File: config.mk
export PLATFORM = sky130hd
export DESIGN_NAME = led_step_counter
export DESIGN_NICKNAME = d
export VERILOG_FILES = /design/src/rtl/led_step_counter.sv
export SDC_FILE = /design/constraint.sdc
export NUM_CORES = 1
export LEC_CHECK = 0
export CORE_MARGIN = 2
export CORE_UTILIZATION = 44
export CTS_CLUSTER_DIAMETER = 80
export DETAILED_ROUTE_END_ITERATION = 8
export GPL_ROUTABILITY_DRIVEN = 0
export SYNTH_ARGS = -nofsm -noshare
export SYNTH_HDL_FRONTEND = slang
export SYNTH_SLANG_ARGS = --single-unit
File: constraint.sdc
create_clock -name clk -period 8.1 [get_ports clk]
set_input_delay 1.62 -clock clk [delete_from_list [all_inputs] [get_ports clk]]
set_output_delay 1.62 -clock clk [all_outputs]
set_load 0.05 [all_outputs]
File: src/rtl/led_step_counter.sv
// Debounced up/down stepper feeding the 12-LED one-hot decoder (cnt_n = ~pos).
// Optional auto-repeat while a button is held: define LED_STEP_REPEAT_EN.
module led_step_counter #(
  parameter int DEB_CNT = 500000,
  parameter int MAX_POS = 11
`ifdef LED_STEP_REPEAT_EN
  ,
  parameter int REPEAT_DLY = 25000000,
  parameter int REPEAT_PER = 5000000
`endif
) (
  input  logic       clk,
  input  logic       rst_n,
  input  logic       btn_up_n,
  input  logic       btn_dn_n,
  output logic [3:0] pos,
  output logic [3:0] cnt_n,
  output logic       step
);

  typedef enum logic [1:0] {
    RELEASED    = 2'd0,
    PRESS_CHK   = 2'd1,
    PRESSED     = 2'd2,
    RELEASE_CHK = 2'd3
  } deb_state_e;

  localparam logic [19:0] DEB_LAST = 20'(DEB_CNT - 1);
  localparam logic [3:0]  POS_MAX  = 4'(MAX_POS);

  // Index 0 is the up button, index 1 the down button throughout.
  logic [1:0]  meta_q, meta_d;
  logic [1:0]  sync_q, sync_d;

  deb_state_e  state_q   [2];
  deb_state_e  state_d   [2];
  logic [19:0] deb_cnt_q [2];
  logic [19:0] deb_cnt_d [2];
  logic [1:0]  press_evt;
  logic [1:0]  rep_evt;

  logic [3:0]  pos_q, pos_d;
  logic [3:0]  cnt_n_q, cnt_n_d;
  logic        step_q, step_d;
  logic        up_evt, dn_evt;

  // Two-flop synchronisers; everything downstream looks only at sync_q.
  always_comb begin
    meta_d = {btn_dn_n, btn_up_n};
    sync_d = meta_q;
  end

  // Debounce FSMs. The press event is decoded from the current state so the
  // position register can take it on the very edge the FSM enters PRESSED.
  always_comb begin
    for (int i = 0; i < 2; i++) begin
      state_d[i]   = state_q[i];
      deb_cnt_d[i] = deb_cnt_q[i];
      press_evt[i] = 1'b0;
      case (state_q[i])
        RELEASED: begin
          if (!sync_q[i]) begin
            state_d[i]   = PRESS_CHK;
            deb_cnt_d[i] = '0;
          end
        end
        PRESS_CHK: begin
          if (sync_q[i]) begin
            state_d[i] = RELEASED;
          end else if (deb_cnt_q[i] == DEB_LAST) begin
            state_d[i]   = PRESSED;
            press_evt[i] = 1'b1;
          end else begin
            deb_cnt_d[i] = deb_cnt_q[i] + 20'd1;
          end
        end
        PRESSED: begin
          if (sync_q[i]) begin
            state_d[i]   = RELEASE_CHK;
            deb_cnt_d[i] = '0;
          end
        end
        RELEASE_CHK: begin
          if (!sync_q[i]) begin
            state_d[i] = PRESSED;
          end else if (deb_cnt_q[i] == DEB_LAST) begin
            state_d[i] = RELEASED;
          end else begin
            deb_cnt_d[i] = deb_cnt_q[i] + 20'd1;
          end
        end
        default: begin
          state_d[i]   = RELEASED;
          deb_cnt_d[i] = '0;
        end
      endcase
    end
  end

`ifdef LED_STEP_REPEAT_EN
  localparam int              REP_W      = $clog2(REPEAT_DLY + 1);
  localparam logic [REP_W-1:0] REP_LAST   = REP_W'(REPEAT_DLY - 1);
  // Reloading to DLY-PER makes every later repeat land REPEAT_PER cycles apart.
  localparam logic [REP_W-1:0] REP_RELOAD = REP_W'(REPEAT_DLY - REPEAT_PER);

  logic [REP_W-1:0] rep_cnt_q [2];
  logic [REP_W-1:0] rep_cnt_d [2];

  always_comb begin
    for (int i = 0; i < 2; i++) begin
      rep_evt[i]   = 1'b0;
      rep_cnt_d[i] = '0;
      if (state_q[i] == PRESSED && state_d[i] == PRESSED) begin
        if (rep_cnt_q[i] == REP_LAST) begin
          rep_evt[i]   = 1'b1;
          rep_cnt_d[i] = REP_RELOAD;
        end else begin
          rep_cnt_d[i] = rep_cnt_q[i] + 1'b1;
        end
      end
    end
  end

  always_ff @(posedge clk) begin
    for (int i = 0; i < 2; i++) begin
      if (!rst_n) begin
        rep_cnt_q[i] <= '0;
      end else begin
        rep_cnt_q[i] <= rep_cnt_d[i];
      end
    end
  end
`else
  always_comb begin
    rep_evt = 2'b00;
  end
`endif

  // Step logic: simultaneous up and down cancel out.
  always_comb begin
    up_evt  = press_evt[0] | rep_evt[0];
    dn_evt  = press_evt[1] | rep_evt[1];
    pos_d   = pos_q;
    step_d  = 1'b0;
    if (up_evt && !dn_evt) begin
      pos_d  = (pos_q == POS_MAX) ? 4'd0 : pos_q + 4'd1;
      step_d = 1'b1;
    end else if (dn_evt && !up_evt) begin
      pos_d  = (pos_q == 4'd0) ? POS_MAX : pos_q - 4'd1;
      step_d = 1'b1;
    end
    cnt_n_d = ~pos_d;
  end

  always_ff @(posedge clk) begin
    if (!rst_n) begin
      meta_q  <= 2'b11;
      sync_q  <= 2'b11;
      pos_q   <= 4'd0;
      cnt_n_q <= 4'b1111;
      step_q  <= 1'b0;
    end else begin
      meta_q  <= meta_d;
      sync_q  <= sync_d;
      pos_q   <= pos_d;
      cnt_n_q <= cnt_n_d;
      step_q  <= step_d;
    end
  end

  always_ff @(posedge clk) begin
    for (int i = 0; i < 2; i++) begin
      if (!rst_n) begin
        state_q[i]   <= RELEASED;
        deb_cnt_q[i] <= '0;
      end else begin
        state_q[i]   <= state_d[i];
        deb_cnt_q[i] <= deb_cnt_d[i];
      end
    end
  end

  assign pos   = pos_q;
  assign cnt_n = cnt_n_q;
  assign step  = step_q;

endmodule

==> flow_metrics.py <==
metrics = {
    "synth": {
        "synth-seq-cells": 57,
        "yosys_warnings": 0,
        "synth_area_sq_mm": 0.003025,
        "synth_edf_count": 0,
        "ys_seq_area_share_pct": 37.72,
        "synth_area_leader_cell": "dfxtp_1",
        "syn-instance-count": 370,
        "synth_fp_nets": 381,
        "avgSynthCellArea_sq_um": 8.177,
        "synth-main-ff-cell": "dfxtp_1",
        "synth_top_area_share_pct": 37.72,
        "ys_types": 52,
        "synth_area_leaders": "dfxtp_1 (38%), nand2_1 (4.5%), a21oi_1 (4.1%)",
        "synthArstFlopShare_pct": 0,
    },
    "cells_and_area": {
        "drive_above_1_share_pct": 7.552,
        "fillers": 628,
        "area_growth_pct": 13.23,
        "diodes": 0,
        "final_cell_mix": "dfxtp_1 (57), nand2_1 (36), nand3_1 (25), a21oi_1 (25), nor2_1 (24)",
        "layout.cells.most_common": "dfxtp_1",
        "nNetsFinal": 390,
    },
    "timing": {
        "fin_crit_ns": 3.325,
        "rsz0062_at_grt": "no",
        "max_slew.worst_pin.slew_ns": 1.029,
        "final-setup-viol-count": 0,
        "hold_viol_final": 0,
        "finalMaxSlewViolations": 0,
        "finClkSkew_ns": 0.006541,
        "relSlewSlack_pct": 31.11,
        "fin_crit_sh_pct": 41.05,
        "setup_ws_ns": 4.775,
        "max_freq_ghz": 0.3008,
        "fin_tns_setup_ns": 0,
        "worst_hold_slack_ns": 0.4069,
    },
    "drt": {
        "drc_errors": 0,
        "ant_nets": 0,
        "wire_per_inst_um": 14.57,
        "first_pass_iters": 4,
        "num_vias": 2709,
        "wirelength_mm": 6.762,
        "detail_route.iter0.violations": 129,
        "via_per_inst": 5.838,
    },
    "critical_path": {
        "cp.required_ns": 8.37,
        "path_buf_inv": 4,
        "critPathCaptureType": "flip-flop",
        "cp.arrival_ns": 3.59,
        "cp_cell_sequence": "clkdlybuf4s50_1 -> buf_4 -> inv_1 -> a211oi_2 -> buf_4 -> o21ai_0 -> a31oi_1",
        "crit_type": "in -> reg",
        "r2r_cells": 11,
        "cpMostUsedCell": "buf_4",
        "critPathTopFamily": "buffers and inverters",
        "max_stage_delay_ns": 0.45,
        "setup.worst_path.start_class": "input port",
        "cp_max_fo": 25,
        "critical-path-slowest-cell": "clkdlybuf4s50_1",
        "worstReg2RegStart": "deb_cnt_q[1][0]",
        "rrSetupSlack_ns": 5.01,
    },
    "global_route": {
        "grt_overflow": 0,
        "grt_first_pass_wirelength_mm": 11.63,
        "antenna_found_initial": 0,
        "grt_pass1_vias": 2495,
        "grt_max_degree": 26,
        "grt_use_total_pct": 19.38,
    },
    "clocking": {
        "clkTransAtPathRegs_ns": 0.06,
        "cts_resized": 0,
        "clkLatencyLatePin_ns": 0.34,
        "cts_buffers": 9,
        "cts_tree": "yes",
        "cts.sinks": 57,
        "clock_path_buffers": 2,
        "post-cts-setup-buffers": 0,
        "ctsRootBufferMaster": "clkbuf_8",
        "ctsHoldBuffers": 0,
        "htreeDepth": 3,
    },
    "floorplanning": {
        "core_sq_mm": 0.006719,
        "rows": 30,
        "ios": 13,
        "initial_core_util_pct": 45.03,
        "die_x_um": 86.92,
        "dieHeight_um": 86.92,
        "dieArea_sq_mm": 0.007555,
    },
    "power_and_ir_drop": {
        "p_leak_uw": 0.001154,
        "power.density_mw_per_mm2": 174.1,
        "vdd_drop_max_v": 0.00009181,
    },
    "status": {
        "status": "completed",
    },
    "min_path": {
        "worst_hold_path.endpoint": "sync_q[0]",
        "hold_path.class": "reg -> reg",
        "worstHoldPathCells": 1,
        "min-delay-start": "meta_q[0]",
    },
    "run": {
        "drv_cap": 0,
    },
    "placement": {
        "dp_hpwl_mm": 4.607,
        "dp_slack_ns": 4.447,
        "io_buffers": 12,
    },
}
worst max-delay path by stage:
stage                          startpoint          endpoint  slack [ns]  cells past startpoint
after floorplan           deb_cnt_q[1][0]          cnt_n[2]        5.38                     12
final                               rst_n  deb_cnt_q[0][11]        4.78                      7
after CTS                       flip-flop            pos[1]        4.77                      1
after global placement              rst_n   deb_cnt_q[0][3]        4.50                      5
after detailed placement            rst_n  deb_cnt_q[0][11]        4.45                      7
after global routing                rst_n  deb_cnt_q[0][10]        4.62                      7
worst reg2reg max path, delay by kind of cell (launching register included):
kind | cells | cell delay [ns]
compound gates | 3 | 0.53
buf+inv | 1 | 0.13
simple gates | 5 | 1.34
fa+ha+maj | 2 | 0.56
flops | 1 | 0.43
layout make-up:
cell class,count,area [sq um],share of cell area (%)
clock inverters,2,60.06,1.753
flip-flops and latches,57,1141,33.31
repair buffers,14,135.1,3.944
multi-input cells,284,1778,51.90
clock buffers,14,162.7,4.748
inverters,13,48.80,1.424
well taps,80,100.1,2.922
Yosys cell counts, types with 2 or more instances:
| cell type | n |
|---|---|
| a31oi_1 | 7 |
| dfxtp_1 | 57 |
| xnor2_1 | 9 |
| and4_1 | 3 |
| mux2i_1 | 5 |
| xor2_1 | 4 |
| or3_1 | 12 |
| nor3_1 | 8 |
| o31ai_1 | 7 |
| nand3b_1 | 2 |
| ha_1 | 7 |
| o31a_1 | 2 |
| o21ai_0 | 18 |
| a211oi_1 | 2 |
| nand4_1 | 12 |
| nor4_1 | 5 |
| buf_2 | 6 |
| clkbuf_1 | 9 |
| nor4b_1 | 5 |
| or4_1 | 6 |
| or2_2 | 2 |
| a22o_1 | 5 |
| nand2b_1 | 12 |
| nor2_1 | 24 |
| o211ai_1 | 6 |
| inv_1 | 13 |
| and3_1 | 3 |
| nand3_1 | 25 |
| o2bb2ai_1 | 3 |
| and2_1 | 4 |
| a21o_1 | 7 |
| nand2_1 | 36 |
| a21oi_1 | 25 |
stage by stage:
step	utilization, %	cells	total power (uW)	area (sq um)
2_1_floorplan	-	370	298.8	3025
3_3_place_gp	47.67	448	304.2	3203
3_5_place_dp	47.67	448	304.5	3203
4_1_cts	50.99	464	606.7	3426
5_1_grt	50.99	464	620.0	3426
6_report	50.99	464	596.4	3426
logic make-up after synthesis:
| group | share of synthesized area [%] |
|---|---|
| compound gates | 19.77 |
| xor+xnor | 3.763 |
| fa+ha+maj | 2.895 |
| buf+inv | 3.846 |
| flops | 37.72 |
| mux | 2.027 |
| simple gates | 29.98 |
per-layer routing:
metal	share of wire, %	vias to the layer above	GRT usage (%)	wire (um)
li1	-	1377	-	-
met1	49	1277	24.85	3326
met2	46	45	31.30	3119
met3	3.1	10	3.981	207
met4	1.6	0	8.807	109
met5	0	-	0	0
power breakdown:
part / switching (uW) / internal, uW
Clock: 108 / 190
Sequential: 1.26 / 282
Combinational: 10.3 / 5.11
Power figures use the tool's default switching activity.
==> RTL change: new RTL, config.mk and constraints unchanged <==
The output `cnt_n` loses its register stage (`cnt_n_q` becomes a continuous assignment).
--- a/src/rtl/led_step_counter.sv
+++ b/src/rtl/led_step_counter.sv
@@ -158,5 +158,4 @@
       sync_q  <= 2'b11;
       pos_q   <= 4'd0;
-      cnt_n_q <= 4'b1111;
       step_q  <= 1'b0;
     end else begin
@@ -164,8 +163,9 @@
       sync_q  <= sync_d;
       pos_q   <= pos_d;
-      cnt_n_q <= cnt_n_d;
       step_q  <= step_d;
     end
   end
+
+  assign cnt_n_q = cnt_n_d;
 
   always_ff @(posedge clk) begin
Function: no difference found for any inputs over 10 cycles, from zero or initial values and one cycle with rst_n low; that may be too few to reach the edited logic, so the function may still have changed.
==> RTL change against the original RTL <==
- non-clock buffer count unchanged
- routed wire length down 2.8%
- power down 22%
- design area down 1.9%
- sequential power down 7.1%
- combinational power up 7%
- setup slack worse by 2.0 ns
- area after synthesis up 1.7%
- sequential cell count down 4
- critical path type is now reg2out
- largest cell class unchanged
- largest power group is now sequential cells
==> RTL change: results (changes against the original RTL) <==
Outcome
  – Outcome: finished, final reports clean (unchanged)

Worst setup path
  – Critical Path RT: 6.48 ns (was 8.37 ns)
  – R2r setup slk: 5.29 ns (was 5.01 ns)
  – Crit Path Max Fanout: 10 (was 25)
  – CP max stage delay: 0.79 ns (was 0.45 ns)
  – RR Startpoint: deb_cnt_q[0][0] (was deb_cnt_q[1][0])
  – Kind of cell adding the most delay to the critical path: simple AND/OR/NAND/NOR gates (was buffers and inverters)

Detailed routing
  – Met1 WL: 3.31 mm (was 3.33 mm)
  – Wire length on met2: 2.94 mm (was 3.12 mm)
  – Vias: 2729 (was 2709)
  – Number of DRC markers in iteration 0: 115 (was 129)

Power
  – Sw Pwr: 0.0000987 W (was 0.000119 W)
  – Clk pwr: 0.000188 W (was 0.000298 W)
  – Static Leak: 1.16 nW (was 1.15 nW)
  – VDD IR max: 0.0000569 V (was 0.0000918 V)

STA
  – Clock skew: 0.00795 ns (was 0.00654 ns)
  – Slew Limit Headroom: 0.559 (was 0.311)

Finish
  – Ratio of cells with drive above 1 in the final layout: 0.0878 (was 0.0755)
  – Nets: 386 (was 390)

Place
  – Post-detail-place hpwl: 4.56 mm (was 4.61 mm)
  – Placement-stage cell area: 3240 um2 (was 3200 um2)

Clocking
  – Clock-pin slew on the worst setup and hold paths: 0.10 ns (was 0.06 ns)
  – Worst-skew pair later-pin latency: 0.31 ns (was 0.34 ns)
  – CTS buffer count: 5 (was 9)

Synthesis
  – Commonest cells in the netlist: dfxtp_1, a21oi_1, o21ai_0, nand3_1 (was dfxtp_1, nand2_1, a21oi_1, nand3_1, nor2_1)
  – Post-synthesis cell type count: 61 (was 52)
  – Seq/Total Area, Yosys: 0.345 (was 0.377)
  – Synth area leaders: dfxtp_1, a21oi_1, o21ai_0 (was dfxtp_1, nand2_1, a21oi_1)
  – Top cell type's share of synthesized area: 0.345 (was 0.377)

Global routing
  – GRT met2 Usage: 0.266 (was 0.313)
  – Largest net degree at the start of global routing: 30 (was 26)
  – First-pass GRT wire length: 10.8 mm (was 11.6 mm)
  – Gr usage total: 0.174 (was 0.194)
  – Met1 Use GR: 0.255 (was 0.249)
  – Grt met3 use: 0.0283 (was 0.0398)

Hold path
  – WHS Endpoint: sync_q[0] (unchanged)
==> RTL change: kinds of logic (layout without fill, tap and decap cells) <==
group                      count (synthesis)  in the layout  share of synthesized area
and+or+nand+nor                          159            159                      0.310
AOI/OAI and AO/OA                        109            109                      0.221
DFF                                       53             53                      0.345
buffers and inverters                     27             33                     0.0427
muxes                                      9              9                     0.0301
adders and majority gates                  7              7                     0.0285
xor gates and xnor gates                   6              6                     0.0232
==> RTL change: area by class of cell <==
cell class,instances,area [um2],share of cell area
clock buffers,7,86.3,0.0257
clock inverters,1,30.0,0.00894
inverters,11,41.3,0.0123
repair buffers,14,135,0.0402
multi-input cells,290,1890,0.561
well taps,96,120,0.0358
flip-flops and latches,53,1060,0.316
==> RTL change: metrics by stage <==
| step | setup WS [ns] | cells | total power [W] | hold slack, ns |
|---|---|---|---|---|
| detailed placement | 3.12 | 464 | 0.000286 | 0.391 |
| CTS | 2.77 | 472 | 0.000474 | 0.415 |
| global placement | 3.20 | 464 | 0.000286 | 0.390 |
| global route | 2.49 | 472 | 0.000485 | 0.425 |
| finish | 2.76 | 472 | 0.000467 | 0.404 |
| floorplan | 3.54 | 370 | 0.000280 | 0.386 |
==> RTL change: worst max path at each step <==
stage,startpoint,end,slack [ns],cells past startpoint
global route,deb_cnt_q[0][0],cnt_n[2],2.49,11
floorplan,deb_cnt_q[0][5],cnt_n[0],3.54,9
global placement,deb_cnt_q[0][0],cnt_n[2],3.20,10
finish,deb_cnt_q[0][0],cnt_n[2],2.76,11
CTS,deb_cnt_q[0][0],cnt_n[2],2.77,11
detailed placement,deb_cnt_q[0][0],cnt_n[2],3.12,11
